--- config.mk ---
export PLATFORM = sky130hd
export DESIGN_NAME = reset_sequencer_spartan6
export DESIGN_NICKNAME = d
export VERILOG_FILES = /design/src/rtl/reset_sequencer_spartan6.sv
export SDC_FILE = /design/constraint.sdc
export NUM_CORES = 1
export LEC_CHECK = 0
export ABC_AREA = 1
export CORE_MARGIN = 8
export CORE_UTILIZATION = 45
export DETAILED_ROUTE_END_ITERATION = 8
export DONT_BUFFER_PORTS = 1
export GPL_TIMING_DRIVEN = 1
export PLACE_DENSITY_LB_ADDON = 0.3
export SYNTH_ARGS = -nofsm -noshare
export SYNTH_HDL_FRONTEND = slang
export SYNTH_SLANG_ARGS = --single-unit
--- constraint.sdc ---
create_clock -name CLK -period 1.73 [get_ports CLK]
set_input_delay 0.346 -clock CLK [delete_from_list [all_inputs] [get_ports CLK]]
set_output_delay 0.346 -clock CLK [all_outputs]
set_load 0.03 [all_outputs]
--- src/rtl/reset_sequencer_spartan6.sv ---
// ============================================================================
// Module   : reset_sequencer_spartan6
// Purpose  : GSR stretch, lock-qualified settle, then staggered per-domain
//            reset release with soft-reset handshake and restart on lock loss.
//            Optional macro STARTUP_INST_EN instantiates STARTUP_SPARTAN6.
// Revision : 1.0 - initial release
// ============================================================================
`default_nettype none

module reset_sequencer_spartan6 #(
  parameter int N_DOMAINS      = 4,
  parameter int GSR_CYCLES     = 16,
  parameter int SETTLE_CYCLES  = 8,
  parameter int STAGGER_CYCLES = 4
) (
  input  logic                 CLK,
  input  logic                 rst,
  input  logic                 lock_i,
  input  logic                 req_i,
  output logic                 ack_o,
  output logic                 gsr_o,
  output logic [N_DOMAINS-1:0] rst_domain_o,
  output logic                 busy_o,
  output logic                 done_o
);

  localparam int MAX_GS  = (GSR_CYCLES > SETTLE_CYCLES) ? GSR_CYCLES : SETTLE_CYCLES;
  localparam int MAX_CYC = (MAX_GS > STAGGER_CYCLES) ? MAX_GS : STAGGER_CYCLES;
  localparam int CNT_W   = $clog2(MAX_CYC + 1);
  localparam int IDX_W   = $clog2(N_DOMAINS + 1);

  localparam logic [CNT_W-1:0] c_gsr_load     = CNT_W'(GSR_CYCLES - 1);
  localparam logic [CNT_W-1:0] c_settle_load  = CNT_W'(SETTLE_CYCLES - 1);
  localparam logic [CNT_W-1:0] c_stagger_load = CNT_W'(STAGGER_CYCLES - 1);
  localparam logic [IDX_W-1:0] c_last_idx     = IDX_W'(N_DOMAINS - 1);

  typedef enum logic [1:0] {
    ST_GSR     = 2'd0,
    ST_SETTLE  = 2'd1,
    ST_RELEASE = 2'd2,
    ST_DONE    = 2'd3
  } state_t;

  state_t                 state_q, state_d;
  logic [CNT_W-1:0]       cnt_q, cnt_d;
  logic [IDX_W-1:0]       idx_q, idx_d;
  logic [N_DOMAINS-1:0]   rst_domain_q, rst_domain_d;
  logic                   gsr_q, gsr_d;
  logic                   busy_q, busy_d;
  logic                   done_q, done_d;
  logic                   ack_q, ack_d;
  logic                   do_restart;

  always_comb begin
    state_d      = state_q;
    cnt_d        = cnt_q;
    idx_d        = idx_q;
    rst_domain_d = rst_domain_q;
    gsr_d        = gsr_q;
    busy_d       = busy_q;
    done_d       = done_q;
    ack_d        = 1'b0;
    do_restart   = 1'b0;

    unique case (state_q)
      ST_GSR: begin
        gsr_d  = 1'b1;
        busy_d = 1'b1;
        done_d = 1'b0;
        if (cnt_q == '0) begin
          state_d = ST_SETTLE;
          gsr_d   = 1'b0;
          cnt_d   = c_settle_load;
        end else begin
          cnt_d = cnt_q - 1'b1;
        end
      end

      ST_SETTLE: begin
        if (!lock_i) begin
          cnt_d = c_settle_load;
        end else if (cnt_q == '0) begin
          // Bits release lowest-first, so a left shift clears the next one.
          rst_domain_d = rst_domain_q << 1;
          idx_d        = IDX_W'(1);
          cnt_d        = c_stagger_load;
          state_d      = (N_DOMAINS == 1) ? ST_DONE : ST_RELEASE;
        end else begin
          cnt_d = cnt_q - 1'b1;
        end
      end

      ST_RELEASE: begin
        if (!lock_i) begin
          do_restart = 1'b1;
        end else if (cnt_q == '0) begin
          rst_domain_d = rst_domain_q << 1;
          cnt_d        = c_stagger_load;
          if (idx_q == c_last_idx) begin
            state_d = ST_DONE;
          end else begin
            idx_d = idx_q + 1'b1;
          end
        end else begin
          cnt_d = cnt_q - 1'b1;
        end
      end

      ST_DONE: begin
        if (req_i || !lock_i) begin
          do_restart = 1'b1;
          ack_d      = req_i;
        end else begin
          done_d = 1'b1;
          busy_d = 1'b0;
        end
      end

      default: do_restart = 1'b1;
    endcase

    if (do_restart) begin
      state_d      = ST_GSR;
      cnt_d        = c_gsr_load;
      idx_d        = '0;
      rst_domain_d = '1;
      gsr_d        = 1'b1;
      busy_d       = 1'b1;
      done_d       = 1'b0;
    end
  end

  always_ff @(posedge CLK) begin
    if (rst) begin
      state_q      <= ST_GSR;
      cnt_q        <= c_gsr_load;
      idx_q        <= '0;
      rst_domain_q <= '1;
      gsr_q        <= 1'b1;
      busy_q       <= 1'b1;
      done_q       <= 1'b0;
      ack_q        <= 1'b0;
    end else begin
      state_q      <= state_d;
      cnt_q        <= cnt_d;
      idx_q        <= idx_d;
      rst_domain_q <= rst_domain_d;
      gsr_q        <= gsr_d;
      busy_q       <= busy_d;
      done_q       <= done_d;
      ack_q        <= ack_d;
    end
  end

  assign ack_o        = ack_q;
  assign gsr_o        = gsr_q;
  assign rst_domain_o = rst_domain_q;
  assign busy_o       = busy_q;
  assign done_o       = done_q;

`ifdef STARTUP_INST_EN
  STARTUP_SPARTAN6 u_startup (
    .CFGCLK    (),
    .CFGMCLK   (),
    .CLK       (1'b0),
    .EOS       (),
    .GSR       (gsr_q),
    .GTS       (1'b0),
    .KEYCLEARB (1'b0)
  );
`else
  // gsr_o is routed to the device startup primitive by the enclosing top level.
`endif

endmodule

`default_nettype wire
# After elaboration in Yosys (flattened, before gate mapping)
# Index checks and enable logic that the tools add are counted.
[word_totals] reg_bits=18 latchBits=0 mem_bits_rw=0 rom_bits=0 in_bits=4 out_inout_bits=8 elab_cells=65 mem_count=0
[op_classes] addsub=2 multipliers=0 n_div=0 n_lt_le_gt_ge=0 n_eq_ne=12 shifts=0 n_mux=26 bitwise_logic=2 n_reduce_logical=15
[ops] cell="2-to-1 mux 5 bit" n=4
[ops] cell="!= test 2 bit (second input constant)" n=8
[ops] cell="2-to-1 mux 3 bit" n=5
[ops] cell="one-hot mux 5 bit (3 select lines)" n=1
[ops] cell="2-to-1 mux 2 bit" n=6
[ops] cell="AND reduction 7 bit" n=1
[ops] cell="one-hot mux 1 bit (2 select lines)" n=3
[ops] cell="one-hot mux 2 bit (3 select lines)" n=1
[ops] cell="one-hot mux 3 bit (2 select lines)" n=1
[ops] cell="AND reduction 6 bit" n=1
[ops] cell="logical NOT 5 bit" n=1
[ops] cell="2-to-1 mux 1 bit" n=5
[ops] cell="subtractor 5 x 1 -> 5 bit (second input constant)" n=1
[ops] cell="equality test 2 bit (second input constant)" n=2
[ops] cell="AND reduction 2 bit" n=2
[ops] cell="nonzero test 2 bit" n=2
[ops] cell="OR reduction 2 bit" n=2
[ops] cell="adder 3 x 1 -> 3 bit (second input constant)" n=1
[ops] cell="equality test 3 x 2 -> 1 bit (second input constant)" n=1
[ops] cell="AND reduction 3 bit" n=1
[ops] cell="nonzero test 3 bit" n=1
[ops] cell="OR reduction 3 bit" n=1
[ops] cell="equality test 2 x 1 -> 1 bit (second input constant)" n=1
[ops] cell="logical NOT 2 bit" n=1
[ops] cell="3 further kinds" n=4

# Depth between registers and ports, before layout
# Gate-level depths: netlist of the first run.
[logic_depth] ltp_word=5 depth_mapped=10 depth_no_buf=10

# Worst setup path before layout of the first run
# OpenSTA, ideal clock, no wires.
[synth_timing] kind="reg-to-reg" start="register state_q[0]" end="register idx_q[1]" setup_time_ps=113 t_arrival_ps=1308 required_ps=1617 setup_slack_ps=309 path_stages_with_launch=9 n_path_buf=0 synth_period_minus_slack_ps=1421 cell_sequence="dfxtp_1 inv_1 ha_1 o21ai_0 nand2_1 nor2_1 nand2_1 nand2_1 nor2_1"
[synth_via] elab_chain_len=3 word_cells_on_any_way=13 classes_between="eq/ne (8); mux (2); reduce/logical (3)"
[synth_lines] element="start: declaration" line="44" rtl="state_t state_q, state_d;"
[synth_lines] element="start signal: assignment" line="144" rtl="state_q <= state_d;"
[synth_lines] element="equality test 2 bit / equality test 2 x 1 -> 1 bit (equally long branches)" line="65" rtl="unique case (state_q)"
[synth_lines] element="!= test 2 bit (no line) (tied with other cells)"
[synth_lines] element="AND reduction 6 bit (no line) / OR reduction 2 bit (equally long branches)"
[synth_lines] element="end signal: assignment" line="146" rtl="idx_q <= idx_d;"
[synth_lines] element="end: declaration" line="46" rtl="logic [IDX_W-1:0] idx_q, idx_d;"
# Several ways; a longest one is shown, not always the timed one.
# A chain may end at the register's enable or synchronous reset.

# Worst setup path after layout of the first run
# Same ends and word-level chain as after synthesis.

==> results of run 1 <==
power by group:
part / leakage [nW] / switching (mW) / internal (mW)
clock: 0.0210 / 0.138 / 0.128
sequential: 0.147 / 0.0622 / 0.471
combinational: 0.348 / 0.301 / 0.176
worst paths after layout:
| check | slack (ns) | end |
|---|---|---|
| setup reg to reg | 0.20 | idx_q[1]$_SDFFE_PP0P_ |
| hold reg to reg | 0.48 | cnt_q[4]$_SDFFE_PP0P_ |
| setup / recovery | 0.20 | idx_q[1]$_SDFFE_PP0P_ |
| hold / removal | 0.10 | ack_o$_SDFF_PP0_ |
stage by stage:
stage | total power [mW] | hold WS [ns] | worst slack (ns) | cell area [µm²]
4_1_cts | 1.28 | 0.100 | 0.0958 | 1050
3_3_place_gp | 1.00 | 0.427 | 0.230 | 1020
6_report | 1.28 | 0.104 | 0.196 | 1060
2_1_floorplan | 0.926 | 0.425 | 0.309 | 995
3_5_place_dp | 1.01 | 0.428 | 0.123 | 1020
5_1_grt | 1.38 | 0.0940 | 0.0464 | 1060
metal layers:
layer / vias to the layer above / GRT usage / part of all wire
li1: 448 / - / -
met1: 369 / 0.116 / 0.48
met2: 11 / 0.175 / 0.47
met3: 2 / 0.0394 / 0.037
met4: 0 / 0.0256 / 0.0047
met5: - / 0 / 0
cell families (layout without fill, tap and decap cells):
kind of cell             Yosys count  after routing
flip-flops                        18             18
buffers and inverters             26             29
AND/OR/NAND/NOR                   69             69
XOR/XNOR                           1              1
AO/OA/AOI/OAI                     18             18
adder cells (fa/ha/maj)            9              9
flip-flops by register name, indices dropped and copies added (netlist names):
register / cells
ack_o: 1
busy_o: 1
cnt_q: 5
done_o: 1
gsr_o: 1
idx_q: 3
rst_domain_o: 4
state_q: 2
placed cells by master, fill, tap and decap left out, drive strengths merged:
cell type | synthesis | layout
a211oi | 1 | 1
a21oi | 8 | 8
clkbuf | 0 | 4
dfxtp | 18 | 18
ha | 9 | 9
inv | 25 | 25
nand2 | 41 | 41
nand3 | 10 | 10
nand4 | 1 | 1
nor2 | 14 | 14
nor3 | 3 | 3
o211ai | 2 | 2
o21ai | 6 | 6
o21bai | 1 | 1
xor2 | 1 | 1
worst register-to-register path: cells and delay by family (launching register included):
family | cells | cell delay [ns]
DFF | 1 | 0.43
adders and majority gates | 1 | 0.29
and+or+nand+nor | 5 | 0.43
buffers and inverters | 1 | 0.11
AOI/OAI and AO/OA | 1 | 0.20
cell type report:
type	count	area, µm²	share of cell area
multi-input cells	97	532	0.503
flip-flops and latches	18	360	0.341
inverters	25	93.8	0.0888
clock buffers	4	36.3	0.0343
well taps	28	35.0	0.0331
what timing repair did:
item | 4_1_cts | 5_1_grt
setup endpoints to repair | 0 | 3
setup buffers | 0 | 0
gates resized for setup | 0 | 2
==> parameters.txt, run 1 <==
Parameter                              Value

STA
  Final critical-path share of the clock period    0.887
  Setup repair after global routing missed its margin    false
  Endpoints failing setup    0
  Slew Limit Headroom    0.756
  Slew @ Worst Pin    0.366 ns
  Max-slew violations    0
  Minimum clock period after layout    1.53 ns
  Number of hold violations in the final report    0
  Highest attainable clock frequency    652 MHz
  Final setup skew    0.00367 ns
  Setup TNS    0 ns

Floorplan
  Area of the die    3970 µm²
  Row Count    17
  Initial core utilization    0.463
  Die X    63.0 µm
  Std-Cell Core Area    2150 µm²
  Die span in y    63.0 µm
  I/O pin total    12

Drt
  DRT iter0 DRCs    24
  DRC Markers    0
  Post-Route WL    1940 µm
  First-pass iteration count of the detailed router    4
  Vias per cell    4.83
  Antenna viol nets, final    0
  Routed wire per std cell    11.3 µm
  Number of vias in the routed layout    830

CTS
  CTS Sinks    18
  Clock latency on the worst-skew pair    0.30 ns
  Cell chosen for the clock root    clkbuf_4
  Clock transition at path regs    0.11 ns
  CTS Hold Bufs    0
  H-tree level count    1
  Longest Clk Path Bufs    2
  TritonCTS clock tree    yes
  Number of CTS-inserted buffers    3

Yosys
  Number of storage elements in the synthesis netlist    18
  Count of different cell masters after synthesis    20
  Most frequently used cell type in the post-synthesis netlist    nand2_1
  Most used flip-flop cell after synthesis    dfxtp_1
  Post-synth EDFFs    0
  Share of the synthesized area in the top cell type    0.362
  Post-Synthesis Mean Instance Area    7.05 µm²
  Adder-cell share of the synthesized area    0.113
  Area share of and/or/nand/nor cells after synthesis    0.309
  Netlist Area Pre-Place    995 µm²
  Share of the synthesized area in compound gates (AO/OA/AOI/OAI)    0.101
  Commonest cells in the netlist    nand2_1, inv_1, dfxtp_1, nor2_1, ha_1
  FFs w/ async S/R, synth    0
  Multiplexer area fraction after synthesis    0
  Post-synthesis cell type with the largest combined area    dfxtp_1
  Most area-consuming cells after synthesis    dfxtp_1, nand2_1, ha_1, inv_1, nor2_1
  Combinational family with the most area after synthesis    simple AND/OR/NAND/NOR gates
  Post-synth net total    154
  Yosys warns    0
  Synthesized instance count    141
  Synthesized-area fraction occupied by xor and xnor cells    0.00881
  Part of the Yosys area used for sequential elements    0.362

Worst hold path
  Path type of the worst min-delay path    in2reg
  Worst hold path cell count    1
  Startpoint of the most critical hold path    rst

Setup path
  Critical-path maximum fanout    6
  Crit. path cell count    8
  Largest stage delay on the critical path    0.43 ns
  Depth of the worst register-to-register path    8
  Worst-path cell with the longest stage delay    dfxtp_1
  Type of destination of the critical path    flop
  Arrival time of data at the critical path endpoint    1.74 ns
  Cells traversed along the worst timing path    inv_1, ha_1, o21ai_1, nand2_1, nor2_2, nand2_1, nand2_1, nor2_1
  Critical path buffers and inverters    1
  Worst reg2reg startpoint    state_q[0]$_SDFFE_PP0P_
  Launch point of the critical path    state_q[0]$_SDFFE_PP0P_
  Critical path class    reg2reg
  Crit-path leading delay family    flip-flops
  Required time reported for the critical path endpoint    1.94 ns
  Cell mode on critical path    nand2_1
  Startpoint Class    flop

Layout
  Proportion of layout cells with a drive suffix above 1    0.104
  Antenna diode count    0
  Net count of the finished layout    158
  Post-layout instance count excluding filler cells    172
  Number of inserted filler cells in the final layout    220
  Growth of design area from synthesis to finish    6.29%
  Post-layout utilization of the core    0.492

Global routing
  Global-route wire length before repair    3450 µm
  Number of antenna violations at the first check in global routing    0
  GRT overflow    0
  Via count of the first global-routing pass    789
  All-Layer GR Usage    0.103
  Maximum number of pins on one net before global-route repair    12

Pwr
  Power density over the cells    1210 nW/µm²
  Peak ir drop on the vdd network    0.763 mV
  Static Leak    0.515 nW

Placement
  DP Wirelength    1480 µm
  Number of placed instances with taps included    168
  Count of port buffers added during placement    0
  GP Congestion    0.814

Run status
  Result of the run    completed

Job
  Number of max-cap violations    0
Power figures use the tool's default switching activity.
==> run 2: changes to the inputs <==
--- a/config.mk
+++ b/config.mk
@@ -6,6 +6,7 @@
 export NUM_CORES = 1
 export LEC_CHECK = 0
 export ABC_AREA = 1
+export CAP_MARGIN = 0
 export CORE_MARGIN = 8
 export CORE_UTILIZATION = 45
 export DETAILED_ROUTE_END_ITERATION = 8
==> results of run 2 <==
No change in the layout: final DEF, timing and power equal those of run 1.
==> run 3: changes to the inputs <==
--- a/config.mk
+++ b/config.mk
@@ -11,8 +11,10 @@
 export CORE_UTILIZATION = 45
 export DETAILED_ROUTE_END_ITERATION = 8
 export DONT_BUFFER_PORTS = 1
+export GPL_ROUTABILITY_DRIVEN = 0
 export GPL_TIMING_DRIVEN = 1
 export PLACE_DENSITY_LB_ADDON = 0.3
+export REMOVE_ABC_BUFFERS = 1
 export SYNTH_ARGS = -nofsm -noshare
 export SYNTH_HDL_FRONTEND = slang
 export SYNTH_SLANG_ARGS = --single-unit
==> parameters.txt, run 3 (synthesis results as in run 1) <==
Parameter                              Value

Global routing
  Number of antenna violations at the first check in global routing    0 (unchanged)
  GRT overflow    0 (unchanged)
  Maximum number of pins on one net before global-route repair    12 (unchanged)
  Global-route wire length before repair    3480 µm (was 3450 µm)
  All-Layer GR Usage    0.103 (about the same)
  Via count of the first global-routing pass    814 (was 789)

Floorplan
  Initial core utilization    0.463 (unchanged)
  Std-Cell Core Area    2150 µm² (unchanged)
  Row Count    17 (unchanged)
  Die X    63.0 µm (unchanged)
  I/O pin total    12 (unchanged)
  Area of the die    3970 µm² (unchanged)
  Die span in y    63.0 µm (unchanged)

Setup path
  Startpoint Class    flop (unchanged)
  Arrival time of data at the critical path endpoint    1.73 ns (was 1.74 ns)
  Required time reported for the critical path endpoint    1.92 ns (was 1.94 ns)
  Critical path class    reg2reg (unchanged)
  Critical path buffers and inverters    2 (was 1)
  Flop2flop setup slack    0.19 ns (was 0.20 ns)
  Crit-path leading delay family    flip-flops (unchanged)
  Worst-path cell with the longest stage delay    dfxtp_1 (unchanged)
  Cell mode on critical path    inv_1 (was nand2_1)
  Largest stage delay on the critical path    0.42 ns (was 0.43 ns)
  Type of destination of the critical path    flop (unchanged)
  Cells traversed along the worst timing path    inv_1, ha_1, inv_1, nand2_1, o21bai_1, a21oi_1, o21ai_1 (was inv_1, ha_1, o21ai_1, nand2_1, nor2_2, nand2_1, nand2_1, nor2_1)
  Critical-path maximum fanout    6 (unchanged)

STA
  Endpoints failing setup    0 (unchanged)
  Highest attainable clock frequency    651 MHz (was 652 MHz)
  Setup TNS    0 ns (unchanged)
  Setup repair after global routing missed its margin    false (unchanged)
  Number of hold violations in the final report    0 (unchanged)
  Slew Limit Headroom    0.757 (was 0.756)
  Final critical-path share of the clock period    0.888 (was 0.887)
  Minimum clock period after layout    1.54 ns (was 1.53 ns)
  Slew @ Worst Pin    0.364 ns (was 0.366 ns)
  Max-slew violations    0 (unchanged)
  Final setup skew    0.0146 ns (was 0.00367 ns)

Layout
  Net count of the finished layout    158 (unchanged)
  Top library cells by usage in the layout, fill and taps aside    nand2_1, inv_1, dfxtp_1 (unchanged)
  Area taken by flip-flops and latches    360 µm² (unchanged)
  Number of inserted filler cells in the final layout    211 (was 220)
  Area taken by multi-input logic gates    532 µm² (unchanged)
  Growth of design area from synthesis to finish    6.29% (unchanged)
  Number of flip-flops under the largest register name    5 (unchanged)
  Biggest register    cnt_q (unchanged)
  Antenna diode count    0 (unchanged)
  Post-layout instance count excluding filler cells    172 (unchanged)
  Most common cell after layout, fill and taps aside    nand2_1 (unchanged)
  Proportion of layout cells with a drive suffix above 1    0.104 (unchanged)

Drt
  DRC Markers    0 (unchanged)
  Antenna viol nets, final    0 (unchanged)
  First-pass iteration count of the detailed router    4 (unchanged)
  Routed wire per std cell    10.9 µm (was 11.3 µm)
  Number of vias in the routed layout    856 (was 830)
  Total met2 wirelength after detailed routing    889 µm (was 917 µm)
  Top layer in use    met4 (unchanged)
  Vias per cell    4.98 (was 4.83)
  Met3 wire len    69 µm (was 72 µm)
  Routed metal-1 wire length    907 µm (was 936 µm)
  DRT iter0 DRCs    33 (was 24)
  Post-Route WL    1870 µm (was 1940 µm)

CTS
  Longest Clk Path Bufs    2 (unchanged)
  TritonCTS clock tree    yes (unchanged)
  H-tree level count    1 (unchanged)
  Clock latency on the worst-skew pair    0.29 ns (was 0.30 ns)
  CTS Hold Bufs    0 (unchanged)
  CTS Sinks    18 (unchanged)
  Cell chosen for the clock root    clkbuf_4 (unchanged)
  Number of CTS-inserted buffers    3 (unchanged)
  Clock transition at path regs    0.11 ns (about the same)

Pwr
  Final Power    1.27 mW (was 1.28 mW)
  Power density over the cells    1200 nW/µm² (was 1210 nW/µm²)
  Sw Share    0.389 (was 0.392)
  Psw    0.492 mW (was 0.501 mW)
  Peak ir drop on the vdd network    0.783 mV (was 0.763 mV)
  Power Internal    0.775 mW (about the same)
  Clock group share of total power    0.203 (was 0.209)
  Share of total power in sequential cells    0.421 (was 0.418)
  Combinational fraction of design power    0.376 (was 0.374)
  Static Leak    0.515 nW (unchanged)

Run status
  Result of the run    completed (unchanged)

Worst hold path
  Path type of the worst min-delay path    in2reg (unchanged)

Placement
  Number of placed instances with taps included    168 (unchanged)
  Count of port buffers added during placement    0 (unchanged)
  DP Wirelength    1500 µm (was 1480 µm)

Job
  Number of max-cap violations    0 (unchanged)
-- run 3: cell counts in the layout (fill, tap and decap cells not counted) --
Identical to the previous run, type by type.
-- run 3: power by group through the flow --
| stage | Sequential (mW) | Clock (mW) | Combinational, mW |
|---|---|---|---|
| after floorplan | 0.529 | 0 | 0.390 |
| after global placement | 0.539 | 0 | 0.464 |
| after detailed placement | 0.542 | 0 | 0.473 |
| after CTS | 0.533 | 0.271 | 0.475 |
| after global routing | 0.541 | 0.281 | 0.550 |
| final | 0.533 | 0.257 | 0.477 |
-- run 3: per-stage QoR --
step                instance area (µm²)  hold WS [ns]   util  setup WS, ns
floorplan                           983         0.425      -         0.308
global placement                   1020         0.427  0.474         0.235
detailed placement                 1020         0.428  0.474         0.132
CTS                                1050         0.115  0.491         0.113
global route                       1060         0.119  0.492        0.0196
finish                             1060         0.129  0.492         0.193
-- run 3: path summary, 6_finish.rpt --
kind | to | cells after the start | startpoint
max | cnt_q[3]$_SDFFE_PP1P_ | 7 | state_q[0]$_SDFFE_PP0P_
min reg2reg | cnt_q[4]$_SDFFE_PP0P_ | 2 | cnt_q[4]$_SDFFE_PP0P_
min | ack_o$_SDFF_PP0_ | 1 | rst
max reg2reg | cnt_q[3]$_SDFFE_PP1P_ | 7 | state_q[0]$_SDFFE_PP0P_
-- run 3: final cells by class --
type,instances,area share
multi-input combinational,97,0.503
sequential,18,0.341
inverter,25,0.0888
clock buffer,4,0.0343
tap,28,0.0331
-- run 3: per-layer routing --
metal  track usage  vias to the layer above
met5             0                        -
met4        0.0342                        0
met3        0.0305                        2
met2         0.177                        8
met1         0.117                      396
li1              -                      450
-- run 3: repair_timing --
action | 4_1_cts | 5_1_grt
setup buffers | 0 | 0
endpoints found under the hold margin | 0 | 0
resized for setup | 0 | 2
endpoints found under the setup margin | 0 | 3
-- run 3: worst register-to-register path: cells and delay by family (launching register included) --
family	cells	cell delay (ns)
adder cells (fa/ha/maj)	1	0.29
flip-flops	1	0.42
buffers and inverters	2	0.24
AND/OR/NAND/NOR	1	0.09
AO/OA/AOI/OAI	3	0.41
